File: config.mk
export PLATFORM = sky130hd
export DESIGN_NAME = edc_scrubber
export DESIGN_NICKNAME = d
export VERILOG_FILES = /design/src/rtl/edc_scrubber.sv
export SDC_FILE = /design/constraint.sdc
export NUM_CORES = 1
export LEC_CHECK = 0
export ABC_CLOCK_PERIOD_IN_PS = 6150
export CAP_MARGIN = 20
export CORE_ASPECT_RATIO = 1.25
export CORE_MARGIN = 2
export CORE_UTILIZATION = 45
export CTS_CLUSTER_SIZE = 24
export DETAILED_ROUTE_END_ITERATION = 8
export GPL_TIMING_DRIVEN = 0
export MAX_ROUTING_LAYER = met4
export PLACE_DENSITY = 0.82
export SETUP_SLACK_MARGIN = 0.4
export SLEW_MARGIN = 20
export SYNTH_ARGS = -nofsm -noshare
export SYNTH_HDL_FRONTEND = slang
export SYNTH_SLANG_ARGS = --single-unit
File: constraint.sdc
create_clock -name i_clk -period 6.15 [get_ports i_clk]
set_input_delay 0.615 -clock i_clk [delete_from_list [all_inputs] [get_ports i_clk]]
set_output_delay 0.615 -clock i_clk [all_outputs]
set_load 0.005 [all_outputs]
File: src/rtl/edc_scrubber.sv
// edc_scrubber: background ECC scrub initiator on a Wishbone master port.
// Optional ack watchdog is enabled by defining EDC_SCRUB_TIMEOUT_EN.
module edc_scrubber #(
  parameter int          WB_DWIDTH   = 32,
  parameter int          WB_SWIDTH   = 4,
  parameter logic [31:0] BASE_ADR    = 32'h0,
  parameter int          SCRUB_WORDS = 1024,
  parameter int          INTERVAL    = 64,
  parameter int          TIMEOUT     = 256
) (
  input  logic                 i_clk,
  input  logic                 i_rst,
  input  logic                 i_enable,
  input  logic                 i_clr,
  output logic [31:0]          o_wb_adr,
  output logic [WB_SWIDTH-1:0] o_wb_sel,
  output logic                 o_wb_we,
  output logic [WB_DWIDTH-1:0] o_wb_dat,
  input  logic [WB_DWIDTH-1:0] i_wb_dat,
  output logic                 o_wb_cyc,
  output logic                 o_wb_stb,
  input  logic                 i_wb_ack,
  input  logic                 i_wb_err,
  input  logic                 i_edc_ce,
  output logic [15:0]          o_ce_count,
  output logic [15:0]          o_ue_count,
  output logic [31:0]          o_ue_adr,
  output logic                 o_pass_done,
  output logic                 o_irq,
  output logic                 o_busy,
  output logic                 o_timeout
);

  localparam int IW = (SCRUB_WORDS > 1) ? $clog2(SCRUB_WORDS) : 1;
  localparam int CW = $clog2(INTERVAL + 1);

  if (SCRUB_WORDS < 1 || INTERVAL < 1 || TIMEOUT < 1) begin : g_param_chk
    $error("edc_scrubber: SCRUB_WORDS, INTERVAL, TIMEOUT must be >= 1");
  end

  typedef enum logic [2:0] {
    IDLE,
    WAIT,
    READ,
    WRITE,
    NEXT
  } state_t;

  state_t state, state_d;

  logic [IW-1:0]        idx;
  logic [CW-1:0]        cnt;
  logic                 cyc_q;
  logic                 we_q;
  logic [31:0]          adr_q;
  logic [WB_DWIDTH-1:0] dat_q;
  logic                 pass_q;
  logic [15:0]          ce_q;
  logic [15:0]          ue_q;
  logic [31:0]          ue_adr_q;
  logic                 irq_q;
  logic [31:0]          idx_adr;
  logic                 to_hit;
  logic                 ce_ev;
  logic                 ue_ev;

  assign idx_adr = BASE_ADR + (32'(idx) * 32'(WB_SWIDTH));

`ifdef EDC_SCRUB_TIMEOUT_EN
  localparam int WW = $clog2(TIMEOUT + 1);

  logic [WW-1:0] wd;
  logic          to_q;

  assign to_hit = cyc_q && !i_wb_ack && !i_wb_err
                  && (wd == WW'(TIMEOUT - 1));

  // Watchdog: counts stalled cycles of an open bus cycle.
  always_ff @(posedge i_clk or posedge i_rst) begin
    if (i_rst) begin
      wd   <= '0;
      to_q <= 1'b0;
    end else begin
      if (!cyc_q || i_wb_ack || i_wb_err || to_hit)
        wd <= '0;
      else
        wd <= wd + WW'(1);
      if (i_clr)
        to_q <= 1'b0;
      else if (to_hit)
        to_q <= 1'b1;
    end
  end

  assign o_timeout = to_q;
`else
  assign to_hit    = 1'b0;
  assign o_timeout = 1'b0;
`endif

  // State register.
  always_ff @(posedge i_clk or posedge i_rst) begin
    if (i_rst)
      state <= IDLE;
    else
      state <= state_d;
  end

  // Next-state decode and error/correction events.
  always_comb begin
    state_d = state;
    ce_ev   = 1'b0;
    ue_ev   = 1'b0;
    unique case (state)
      IDLE: begin
        if (i_enable)
          state_d = WAIT;
      end
      WAIT: begin
        if (!i_enable)
          state_d = IDLE;
        else if (cnt == '0)
          state_d = READ;
      end
      READ: begin
        if (i_wb_err || to_hit) begin
          ue_ev   = 1'b1;
          state_d = NEXT;
        end else if (i_wb_ack) begin
          if (i_edc_ce) begin
            ce_ev   = 1'b1;
            state_d = WRITE;
          end else begin
            state_d = NEXT;
          end
        end
      end
      WRITE: begin
        if (cyc_q) begin
          if (i_wb_err || to_hit) begin
            ue_ev   = 1'b1;
            state_d = NEXT;
          end else if (i_wb_ack) begin
            state_d = NEXT;
          end
        end
      end
      NEXT: begin
        state_d = i_enable ? WAIT : IDLE;
      end
      default: state_d = IDLE;
    endcase
  end

  // Bus outputs, interval timer, word index and status counters.
  always_ff @(posedge i_clk or posedge i_rst) begin
    if (i_rst) begin
      idx      <= '0;
      cnt      <= '0;
      cyc_q    <= 1'b0;
      we_q     <= 1'b0;
      adr_q    <= '0;
      dat_q    <= '0;
      pass_q   <= 1'b0;
      ce_q     <= '0;
      ue_q     <= '0;
      ue_adr_q <= '0;
      irq_q    <= 1'b0;
    end else begin
      pass_q <= 1'b0;

      if (state_d == WAIT && state != WAIT)
        cnt <= CW'(INTERVAL);
      else if (state == WAIT && cnt != '0)
        cnt <= cnt - CW'(1);

      if (state != READ && state_d == READ) begin
        cyc_q <= 1'b1;
        we_q  <= 1'b0;
        adr_q <= idx_adr;
      end else if (state == READ && state_d != READ) begin
        cyc_q <= 1'b0;
      end else if (state == WRITE) begin
        // First WRITE cycle is the idle gap after the read.
        if (!cyc_q) begin
          cyc_q <= 1'b1;
          we_q  <= 1'b1;
        end else if (state_d != WRITE) begin
          cyc_q <= 1'b0;
          we_q  <= 1'b0;
        end
      end

      if (ce_ev)
        dat_q <= i_wb_dat;

      if (state == NEXT) begin
        if (idx == IW'(SCRUB_WORDS - 1)) begin
          idx    <= '0;
          pass_q <= 1'b1;
        end else begin
          idx <= idx + IW'(1);
        end
      end

      if (i_clr)
        ce_q <= '0;
      else if (ce_ev && ce_q != 16'hFFFF)
        ce_q <= ce_q + 16'd1;

      if (i_clr)
        ue_q <= '0;
      else if (ue_ev && ue_q != 16'hFFFF)
        ue_q <= ue_q + 16'd1;

      if (i_clr)
        ue_adr_q <= '0;
      else if (ue_ev)
        ue_adr_q <= adr_q;

      if (i_clr)
        irq_q <= 1'b0;
      else if (ue_ev)
        irq_q <= 1'b1;
    end
  end

  assign o_wb_adr    = adr_q;
  assign o_wb_sel    = '1;
  assign o_wb_we     = we_q;
  assign o_wb_dat    = dat_q;
  assign o_wb_cyc    = cyc_q;
  assign o_wb_stb    = cyc_q;
  assign o_ce_count  = ce_q;
  assign o_ue_count  = ue_q;
  assign o_ue_adr    = ue_adr_q;
  assign o_pass_done = pass_q;
  assign o_irq       = irq_q;
  assign o_busy      = (state != IDLE);

endmodule

# [Word-level counts from Yosys, hierarchy flattened]
# Index checks and enable logic that the tools add are counted.
[word_totals] ff_bits=130 latch_bits=0 ramBits=0 rom_bits=0 inputBits=39 output_inout_bits=139 wordCells=89 memories=0
[classes] add_sub_neg=4 multipliers=0 n_div=0 order_cmp=0 n_eq_ne=15 n_shift=0 muxes=41 bitwise_logic=0 n_reduce_logical=17
[op_table] operator="$mux W16" n=4
[op_table] operator="$mux W32" n=2
[op_table] operator="$add A16 B1 Y16 const B" n=2
[op_table] operator="$ne A16 B16 Y1 const B" n=2
[op_table] operator="$mux W3" n=9
[op_table] operator="$mux W1" n=21
[op_table] operator="$pmux W3 S5" n=1
[op_table] operator="$mux W7" n=2
[op_table] operator="$add A10 B1 Y10 const B" n=1
[op_table] operator="$eq A10 B10 Y1 const B" n=1
[op_table] operator="$mux W10" n=1
[op_table] operator="$reduce_bool A2 Y1" n=5
[op_table] operator="$eq A3 B2 Y1 const B" n=3
[op_table] operator="$ne A3 B2 Y1 const B" n=3
[op_table] operator="$logic_not A7 Y1" n=1
[op_table] operator="$reduce_bool A7 Y1" n=1
[op_table] operator="$sub A7 B1 Y7 const B" n=1
[op_table] operator="$eq A3 B1 Y1 const B" n=2
[op_table] operator="$logic_and A1 B1 Y1" n=6
[op_table] operator="$ne A3 B1 Y1 const B" n=2
[op_table] operator="$reduce_bool A3 Y1" n=2
[op_table] operator="$eq A3 B3 Y1 const B" n=1
[op_table] operator="$logic_not A3 Y1" n=1
[op_table] operator="$reduce_and A3 Y1" n=1
[op_table] operator="2 further kinds" n=2

# [Longest topological paths before layout]
# Gate-level depths: netlist of the first run.
[depth] word_depth=10 mapped_depth=10 mapped_depth_nobuf=9

# [Worst setup path after synthesis of the first run]
# No wires, ideal clock.
[synth_path] path_kind="register -> register" startpoint="register cnt[0]" endpoint="register adr_q[11], in the netlist o_wb_adr[11]" setup_time_ns=0.125 arrival_time_ns=2.169 required_time_ns=6.025 slack_ns=3.856 path_stages_with_launch=10 path_buffers=1 synth_period_minus_slack_ns=2.294 path_cell_list="dfrtp_1 -> inv_1 -> ha_1 -> nor3b_1 -> and3_1 -> a32oi_1 -> inv_1 -> ha_1 -> buf_1 -> mux2_2"
[synth_between] elab_chain_cells=6
[synth_lines] element="from (decl)" line="52" source="logic [CW-1:0] cnt;"
[synth_lines] element="from (signal assigned)" line="173" source="cnt <= CW'(INTERVAL);"
[synth_lines] element="from (signal assigned)" line="175" source="cnt <= cnt - CW'(1);"
[synth_lines] element="$logic_not A7 Y1" line="122" source="else if (cnt == '0)"
[synth_lines] element="$mux W3" line="122"
[synth_lines] element="$mux W3" line="120" source="if (!i_enable)"
[synth_lines] element="$pmux W3 S5" line="114" source="unique case (state)"
[synth_lines] element="$eq A3 B2 Y1" line="177" source="if (state != READ && state_d == READ) begin"
[synth_lines] element="$logic_and A1 B1 Y1" line="177"
[synth_lines] element="to (signal assigned)" line="180" source="adr_q <= idx_adr;"
[synth_lines] element="to (decl)" line="55" source="logic [31:0] adr_q;"
# Every way passes these cells.
# A chain may end at the register's enable or synchronous reset.

# [Worst setup path after layout of the first run]
[layout_path] startpoint="register cnt[0]" endpoint="register adr_q[3], in the netlist o_wb_adr[3]"
# Same word-level chain as after synthesis.

==> metrics.txt, run 1 <==
run status=finished, final reports clean; cts bufs inserted=9; part of the power in the clock network=0.330; utilization after layout=0.6271; TritonCTS clock tree=yes; pre-CTS worst setup slack=3.410 ns; first-pass iteration count of the detailed router=5; post-route worst hold slack=0.4774 ns; ratio of routed vias to standard cells=5.057; fillers=963; pin count of the biggest net entering global routing=68; count of port buffers added during placement=127; type of origin of the critical path=flip-flop; overall die area=12580 µm²; cell with the largest stage delay on the worst path=buf_1; data required time of the worst path=6.39 ns; Final Setup Violations=0; max-cap viol count=0; number of global-route vias before repair=4466; Seq pwr share=0.476; fraction of layout instances using a drive strength above 1=0.1111; total number of vias=4521; initial antenna violation count=0; Unique masters post-synth=47; Worst Setup Slack, final=3.455 ns; Cell Area, Synth=5264 µm²; fin nets=797; final routed wire length divided by cell count=14.33 µm; number of I/O pins=178; power per standard cell area=243.4 nW/µm²; clock root buffer=clkbuf_16; clock-pin slew of the registers on the worst-case setup and hold paths=0.08 ns; number of sinks handled by clock tree synthesis=108; unrepaired setup endpoints after global routing=false; number of non-filler instances in the completed layout=894; CP arrival=2.93 ns; antenna diode count=0; chain of cells forming the critical path=inv_1 > ha_1 > nor3b_1 > and3_1 > a32oi_1 > inv_1 > ha_1 > buf_1 > mux2_2; worst hold path type=reg -> reg; cells after synthesis=565; sort of element at the end of the critical path=flip-flop; cell row count=44; Crit path largest cell delay=0.47 ns; post-DP HPWL=9599 µm; maximum achievable frequency=371.1 MHz; final clock period utilization by the worst path=0.4382; Post-Syn Area per Cell=9.316 µm²; clk buf depth=2; height of the die=124.9 µm; max_slew headroom=0.4961; clock tree skew after final layout=0.009681 ns; Routed WL=12810 µm; synth-to-layout area growth=37.08%; buffers inserted during post-CTS setup optimization=0; sequential element share of the synthesized area=0.5134; Total Neg Setup Slack=0 ns; Post-synth EDFFs=0; count of hold buffers inserted by post-cts repair=0; clock insertion delay at the later pin of the skew report=0.35 ns; fraction of registers with async set or reset after synthesis=1.000; first-pass GRT wire length=21030 µm; P_int=1.262 mW; largest fanout on the critical path=10; DRC marker count from the first detailed-route iteration=205; Final Hold Violating Endpoints=0; area of the placeable core=11510 µm²; leakage power figure=3.379 nW; worst vdd ir=164.7 µV; PostCTS Resize Cnt=0; share of power burned in combinational logic=0.194; Synth Flop Type=dfrtp_1; worst hold path cell count=1; remaining routing DRC violations=0; minimum clock period after layout=2.695 ns; total routing resource utilization after global routing=0.2143; P_sw=0.4938 mW; DRT antenna net count=0; final slew viol count=0; yosys synthesis warning count=0; net switching share of the total power=0.2812; count of H-tree levels built during CTS=3; placed instance count=878; measured slew at the worst slew-check pin=0.7489 ns; starting density of the core=0.4575; start-to-end type of the worst setup path=reg -> reg; flop and latch count out of synthesis=108; Die X-Extent=100.7 µm; remaining global-route overflow=0; length in cells of the worst reg-to-reg path=9; gpl congestion=0.8943
power by group through the flow:
stage | combinational [mW] | clock, mW | sequential [mW]
3_3_place_gp | 0.325 | 0 | 0.843
5_1_grt | 0.377 | 0.620 | 0.845
4_1_cts | 0.344 | 0.594 | 0.836
6_report | 0.340 | 0.579 | 0.837
2_1_floorplan | 0.173 | 0 | 0.842
3_5_place_dp | 0.340 | 0 | 0.849
worst paths after layout:
path,startpoint,to,slack (ns)
worst min-delay path,cnt[6],cnt[6],0.48
worst max-delay path,cnt[0],o_wb_adr[3],3.46
min in group asynchronous,i_rst,o_wb_dat[9],0.64
worst max register to register,cnt[0],o_wb_adr[3],3.46
worst min register to register,cnt[6],cnt[6],0.48
max in group asynchronous,i_rst,o_ue_count[14],4.84
per-layer routing:
metal / track usage / vias to the layer above / part of all wire
li1: - / 2163 / -
met1: 0.2442 / 2198 / 0.38
met2: 0.3694 / 129 / 0.55
met3: 0.03591 / 31 / 0.038
met4: 0.08703 / 0 / 0.032
met5: - / - / 0
critical path: cells and delay by family (launching register included):
family                     cells  cell delay (ns)
DFF                            1             0.41
and+or+nand+nor                2             0.57
AOI/OAI and AO/OA              1             0.18
adders and majority gates      2             0.38
buffers and inverters          3             0.64
muxes                          1             0.40
flip-flops by register name, indices dropped and copies added (netlist names):
name         flops
state            3
o_ue_adr        10
o_wb_cyc         1
idx             10
o_ce_count      16
o_wb_we          1
o_wb_dat        32
o_ue_count      16
o_wb_adr        10
o_irq            1
o_pass_done      1
cnt              7
placed cells by master, fill, tap and decap left out, drive strengths merged, types with 12 or more instances in the layout:
master	Yosys	layout
a21oi	21	21
buf	53	54
clkbuf	17	26
clkdlybuf4s50	0	127
conb	2	49
dfrtp	108	108
inv	9	14
nand2	139	139
nand3	19	19
nor2	45	45
nor3	12	12
o21ai	15	15
xnor2	15	15
xor2	12	12
cells by family after synthesis:
family / synth area share
AOI/OAI and AO/OA: 0.07036
xor gates and xnor gates: 0.04493
adders and majority gates: 0.01664
other: 0.001427
and+or+nand+nor: 0.2339
buffers and inverters: 0.09223
DFF: 0.5134
muxes: 0.02710
synth_stat cells (3+ instances only):
master | n | area share
mux2i_1 | 3 | 0.0057
nand2b_1 | 3 | 0.0036
o21ai_0 | 15 | 0.014
inv_1 | 9 | 0.0064
a21oi_1 | 21 | 0.020
a211oi_1 | 5 | 0.0071
and3_1 | 9 | 0.011
nand4_1 | 9 | 0.011
dfrtp_1 | 108 | 0.51
nand2_1 | 139 | 0.099
ha_1 | 7 | 0.017
xor2_1 | 12 | 0.020
nor4_1 | 4 | 0.0048
buf_4 | 50 | 0.071
nand3_1 | 19 | 0.018
a21o_1 | 3 | 0.0043
mux2_2 | 10 | 0.021
a31oi_1 | 6 | 0.0071
xnor2_1 | 15 | 0.025
nor2_1 | 45 | 0.032
nor3_1 | 12 | 0.011
and4_1 | 5 | 0.0083
clkbuf_1 | 17 | 0.012
and2_1 | 3 | 0.0036
or3_1 | 7 | 0.0083
stage by stage:
step                      area (µm²)  total power [mW]
after floorplan                 5440             1.015
after global placement          6884             1.168
after detailed placement        6917             1.189
after CTS                       7216             1.774
after global routing            7216             1.841
final                           7216             1.756
final cells by class:
cell class	count	area, µm²	area share
Sequential cell	108	2703	0.3745
Buffer	70	451.7	0.06260
Multi-Input combinational cell	425	2252	0.3121
Clock inverter	7	73.82	0.01023
Tap cell	138	172.7	0.02393
Inverter	9	38.79	0.005375
Clock buffer	9	225.2	0.03121
Timing Repair Buffer	128	1299	0.1800
No activity file was read; power rests on OpenSTA's default activity.
==> inputs of run 2 (changes only) <==
--- a/config.mk
+++ b/config.mk
@@ -5,16 +5,16 @@
 export SDC_FILE = /design/constraint.sdc
 export NUM_CORES = 1
 export LEC_CHECK = 0
-export ABC_CLOCK_PERIOD_IN_PS = 6150
+export ABC_CLOCK_PERIOD_IN_PS = 2400
 export CAP_MARGIN = 20
 export CORE_ASPECT_RATIO = 1.25
 export CORE_MARGIN = 2
-export CORE_UTILIZATION = 45
+export CORE_UTILIZATION = 42
 export CTS_CLUSTER_SIZE = 24
 export DETAILED_ROUTE_END_ITERATION = 8
 export GPL_TIMING_DRIVEN = 0
 export MAX_ROUTING_LAYER = met4
-export PLACE_DENSITY = 0.82
+export PLACE_DENSITY = 0.81
 export SETUP_SLACK_MARGIN = 0.4
 export SLEW_MARGIN = 20
 export SYNTH_ARGS = -nofsm -noshare
==> constraint.sdc (replaced) <==
create_clock -name i_clk -period 2.4 [get_ports i_clk]
set_input_delay 0.24 -clock i_clk [delete_from_list [all_inputs] [get_ports i_clk]]
set_output_delay 0.24 -clock i_clk [all_outputs]
set_load 0.005 [all_outputs]
==> run 2 against run 1 <==
Against the previous run: sequential power rose to 2.6 times the previous value; sequential share of layout area decreased by 2.1 points; core utilization about the same; fmax increased by 33%; register-to-register slack got worse by 3.1 ns; highest routed layer unchanged; power rose to 2.6 times the previous value; routed wire length rose by 5.4%; via count increased by 2.0%; critical endpoint is now o_wb_adr[5]; final area is 6.1% higher; final cell count grew 5.4%.
==> metrics.txt, run 2 (synthesis results as in run 1) <==
run status=finished, final reports clean; count of hold buffers inserted by post-cts repair=0; number of sinks handled by clock tree synthesis=108; DRC marker count from the first detailed-route iteration=245; post-route worst hold slack=0.3225 ns; clock-pin slew of the registers on the worst-case setup and hold paths=0.07 ns; area of the placeable core=12220 µm²; part of the power in the clock network=0.298; P_int=3.340 mW; starting density of the core=0.4308; sort of element at the end of the critical path=flip-flop; commonest cells after routing, fill and taps aside=nand2_1, clkdlybuf4s50_1, dfrtp_1; measured slew at the worst slew-check pin=0.6382 ns; first-pass GRT wire length=21530 µm; final slew viol count=0; max-cap viol count=0; total routing resource utilization after global routing=0.2022; worst vdd ir=400.3 µV; final clock period utilization by the worst path=0.8419; gpl congestion=0.8939; ratio of routed vias to standard cells=4.896; minimum clock period after layout=2.021 ns; number of flip-flops in the largest register=32; TritonCTS clock tree=yes; net switching share of the total power=0.2757; data required time of the worst path=2.63 ns; number of I/O pins=178; unrepaired setup endpoints after global routing=true; clock root buffer=clkbuf_16; utilization after layout=0.6268; remaining global-route overflow=0; largest fanout on the critical path=4; fillers=1001; first-pass iteration count of the detailed router=5; height of the die=129.2 µm; count of H-tree levels built during CTS=3; clk buf depth=2; P_sw=1.272 mW; type of origin of the critical path=flip-flop; pin count of the biggest net entering global routing=35; cts bufs inserted=9; Total Neg Setup Slack=0 ns; number of global-route vias before repair=4545; clock tree skew after final layout=0.007726 ns; count of port buffers added during placement=127; overall die area=13450 µm²; maximum achievable frequency=494.9 MHz; Final Setup Violations=0; CP arrival=2.25 ns; most common cell after layout, fill and taps aside=nand2_1; clock insertion delay at the later pin of the skew report=0.35 ns; share of power burned in combinational logic=0.236; final routed wire length divided by cell count=14.34 µm; placed cell areas=7004 µm²; remaining routing DRC violations=0; leakage power figure=3.589 nW; worst hold path type=in -> async; initial antenna violation count=0; Seq pwr share=0.466; length in cells of the worst reg-to-reg path=9; cell row count=45; DRT antenna net count=0; post-DP HPWL=9573 µm; total number of vias=4612; fin nets=819; max_slew headroom=0.5736; antenna diode count=0; Final Hold Violating Endpoints=0; synth-to-layout area growth=45.50%; post-route standard cell area excluding fillers=7659 µm²; power per standard cell area=602.2 nW/µm²; Routed WL=13510 µm; fraction of layout instances using a drive strength above 1=0.1838; Die X-Extent=104.1 µm; start-to-end type of the worst setup path=reg -> reg
-- run 2: power by group through the flow --
stage | Sequential (mW) | Combinational (mW) | Clock (mW)
floorplan | 2.16 | 0.449 | 0
global placement | 2.17 | 0.841 | 0
detailed placement | 2.18 | 0.888 | 0
CTS | 2.14 | 0.990 | 1.40
global route | 2.17 | 1.19 | 1.47
finish | 2.15 | 1.09 | 1.38
-- run 2: cell type report --
cell class / instances / area [µm²] / share of cell area
buffer: 70 / 490.5 / 0.06404
clock buffer: 10 / 229.0 / 0.02990
sequential: 108 / 2706 / 0.3534
inverter: 9 / 37.54 / 0.004901
tap: 164 / 205.2 / 0.02679
timing repair buffer: 150 / 1516 / 0.1980
multi-input combinational: 425 / 2432 / 0.3176
clock inverter: 6 / 41.29 / 0.005391
-- run 2: layer usage --
layer	global-route usage	vias to the layer above	share of wire
met2	0.3491	155	0.53
met5	-	-	0
met3	0.04678	17	0.060
met4	0.06041	0	0.014
li1	-	2222	-
met1	0.2372	2218	0.40
-- run 2: worst max-delay path: stages, from the launching register on --
cell and delay (ns):
dfrtp_1 0.39, inv_2 0.06, ha_2 0.17, nor3b_4 0.22
and3_4 0.22, a32oi_4 0.11, inv_2 0.10, ha_4 0.17
clkbuf_16 0.15, mux2_2 0.32
-- run 2: repair_timing --
item	4_1_cts	5_1_grt
buffers inserted	11	8
endpoints found under the setup margin	66	66
pin swaps	4	9
cloned	0	1
gates resized for setup	24	42
-- run 2: per-stage QoR --
stage,power [mW],setup slack [ns],cells
global route,4.829,0.2725,942
global placement,3.009,-0.1522,903
detailed placement,3.066,0.1401,906
finish,4.612,0.3794,942
CTS,4.527,0.3452,933
floorplan,2.609,0.4215,612
-- run 2: final timing paths --
kind,slack [ns],startpoint,end
hold / removal,0.32,i_rst,cnt[1]
setup / recovery,0.38,cnt[1],o_wb_adr[5]
min in group i_clk,0.34,i_clr,o_ce_count[12]
hold reg to reg,0.47,o_wb_dat[11],o_wb_dat[11]
max in group asynchronous,1.27,i_rst,state[2]
setup reg to reg,0.38,cnt[1],o_wb_adr[5]
==> inputs of run 3 (changes only) <==
--- a/config.mk
+++ b/config.mk
@@ -5,16 +5,16 @@
 export SDC_FILE = /design/constraint.sdc
 export NUM_CORES = 1
 export LEC_CHECK = 0
-export ABC_CLOCK_PERIOD_IN_PS = 2400
+export ABC_CLOCK_PERIOD_IN_PS = 2120
 export CAP_MARGIN = 20
 export CORE_ASPECT_RATIO = 1.25
 export CORE_MARGIN = 2
-export CORE_UTILIZATION = 42
+export CORE_UTILIZATION = 45
 export CTS_CLUSTER_SIZE = 24
 export DETAILED_ROUTE_END_ITERATION = 8
 export GPL_TIMING_DRIVEN = 0
 export MAX_ROUTING_LAYER = met4
-export PLACE_DENSITY = 0.81
+export PLACE_DENSITY = 0.82
 export SETUP_SLACK_MARGIN = 0.4
 export SLEW_MARGIN = 20
 export SYNTH_ARGS = -nofsm -noshare
==> constraint.sdc (replaced) <==
create_clock -name i_clk -period 2.12 [get_ports i_clk]
set_input_delay 0.212 -clock i_clk [delete_from_list [all_inputs] [get_ports i_clk]]
set_output_delay 0.212 -clock i_clk [all_outputs]
set_load 0.005 [all_outputs]
==> run 3 against run 2 <==
Against the previous run: power rose by 24%; worst setup slack got worse by 0.26 ns; via count rose by 9.3%; sequential power rose by 15%; global-route usage rose by 4.3 points; critical endpoint is now o_wb_adr[7].
==> metrics.txt, run 3 (synthesis results as in run 1) <==
data required time of the worst path=2.36 ns; area of the placeable core=11510 µm²; Total Neg Setup Slack=0 ns; count of hold buffers inserted by post-cts repair=0; minimum clock period after layout=2.001 ns; pre-CTS worst setup slack=-0.1908 ns; count of H-tree levels built during CTS=3; height of the die=124.9 µm; met2 wire length=8497 µm; routed wl met3=1081 µm; remaining global-route overflow=0; largest fanout on the critical path=5; number of global-route vias before repair=4898; placed cell areas=7124 µm²; clock insertion delay at the later pin of the skew report=0.35 ns; net switching share of the total power=0.2838; post-route standard cell area excluding fillers=8598 µm²; power per standard cell area=664.7 nW/µm²; Final Setup Violations=0; final clock period utilization by the worst path=0.9437; P_int=4.093 mW; TritonCTS clock tree=yes; measured slew at the worst slew-check pin=0.6844 ns; total routing resource utilization after global routing=0.2454; type of origin of the critical path=flip-flop; worst vdd ir=545.7 µV; fraction of layout instances using a drive strength above 1=0.3325; start-to-end type of the worst setup path=reg -> reg; starting density of the core=0.4575; synth-to-layout area growth=63.35%; total power=5.715 mW; leakage power figure=3.999 nW; fin nets=865; crit-path leading delay family=buffers and inverters; fillers=734; Seq pwr share=0.433; Crit path largest cell delay=0.44 ns; first-pass GRT wire length=23940 µm; clock tree skew after final layout=0.009829 ns; initial antenna violation count=0; highest routed layer=met4; unrepaired setup endpoints after global routing=true; gpl congestion=0.9166; most common cell after layout, fill and taps aside=clkdlybuf4s50_1; commonest cells after routing, fill and taps aside=clkdlybuf4s50_1, buf_4, dfrtp_1; DRT antenna net count=0; part of the power in the clock network=0.312; placed instance count=880; maximum achievable frequency=499.8 MHz; clock-pin slew of the registers on the worst-case setup and hold paths=0.08 ns; post-route worst hold slack=0.2426 ns; remaining routing DRC violations=0; first-pass iteration count of the detailed router=4; cell row count=44; cell with the largest stage delay on the worst path=dfrtp_1; ratio of routed vias to standard cells=5.242; cts bufs inserted=9; post-DP HPWL=9804 µm; total number of vias=5043; number of non-filler instances in the completed layout=962; Setup crit start=state[1]; number of flip-flops in the largest register=32; chain of cells forming the critical path=buf_6 > buf_4 > nor3b_4 > a32oi_2 > inv_2 > ha_4 > buf_6 > mux2_4; Final Hold Violating Endpoints=0; run status=finished, final reports clean; worst path bufs/invs=4; utilization after layout=0.7473; sort of element at the end of the critical path=flip-flop; CP arrival=2.24 ns; max_slew headroom=0.5437; Die X-Extent=100.7 µm; most numerous cell on the critical path=buf_6; Met1 Wirelength=6107 µm; final slew viol count=0; number of I/O pins=178; share of power burned in combinational logic=0.256; count of port buffers added during placement=127; max-cap viol count=0; DRC marker count from the first detailed-route iteration=254; worst hold path type=in -> async; Routed WL=16090 µm; clock root buffer=clkbuf_16; final routed wire length divided by cell count=16.72 µm; overall die area=12580 µm²; pin count of the biggest net entering global routing=34; P_sw=1.622 mW; Worst Setup Slack, final=0.1193 ns; clk buf depth=2; antenna diode count=0; source of the worst register-to-register timing path=state[1]; number of sinks handled by clock tree synthesis=108
## run 3: cell count changes in the layout (fill, tap and decap cells not counted), sizes merged, moves of 2 or more
cell and change:
buf +50, inv +4, clkbuf -3, clkinv -3
clkinvlp -2
## run 3: path summary, 6_finish.rpt
check                                      end  cells after the start  slack, ns
worst max-delay path               o_wb_adr[7]                      8       0.12
worst min-delay path               o_ue_adr[9]                      2       0.24
worst max register to register     o_wb_adr[7]                      8       0.12
worst min register to register     o_wb_dat[9]                      2       0.49
max in group asynchronous             state[0]                      4       1.12
min in group i_clk              o_ce_count[12]                      2       0.36
## run 3: repair_timing
action                     4_1_cts  5_1_grt
gates cloned                     4        0
pin swaps                       21       39
setup buffers                   33       29
gates resized for setup         99       84
setup endpoints to repair       97      100
## run 3: layout make-up
class                   instances  area [µm²]  area share
multi-input cells             425        2882      0.3351
flip-flops and latches        108        2709      0.3150
repair buffers                196        1904      0.2215
plain buffers                  70       579.3     0.06737
clock buffers                  10       239.0     0.02779
well taps                     138       172.7     0.02008
clock inverters                 6       75.07    0.008731
inverters                       9       37.54    0.004366
## run 3: power groups by stage
stage | Combinational (mW) | Sequential, mW | Clock [mW]
2_1_floorplan | 0.527 | 2.45 | 0
6_report | 1.46 | 2.47 | 1.78
4_1_cts | 1.26 | 2.44 | 1.81
5_1_grt | 1.58 | 2.49 | 1.90
3_3_place_gp | 0.957 | 2.45 | 0
3_5_place_dp | 1.01 | 2.47 | 0
## run 3: metal layers
layer,vias up,track usage
met2,198,0.4075
met3,35,0.06229
met1,2486,0.2809
li1,2324,-
met4,0,0.09831
met5,-,-
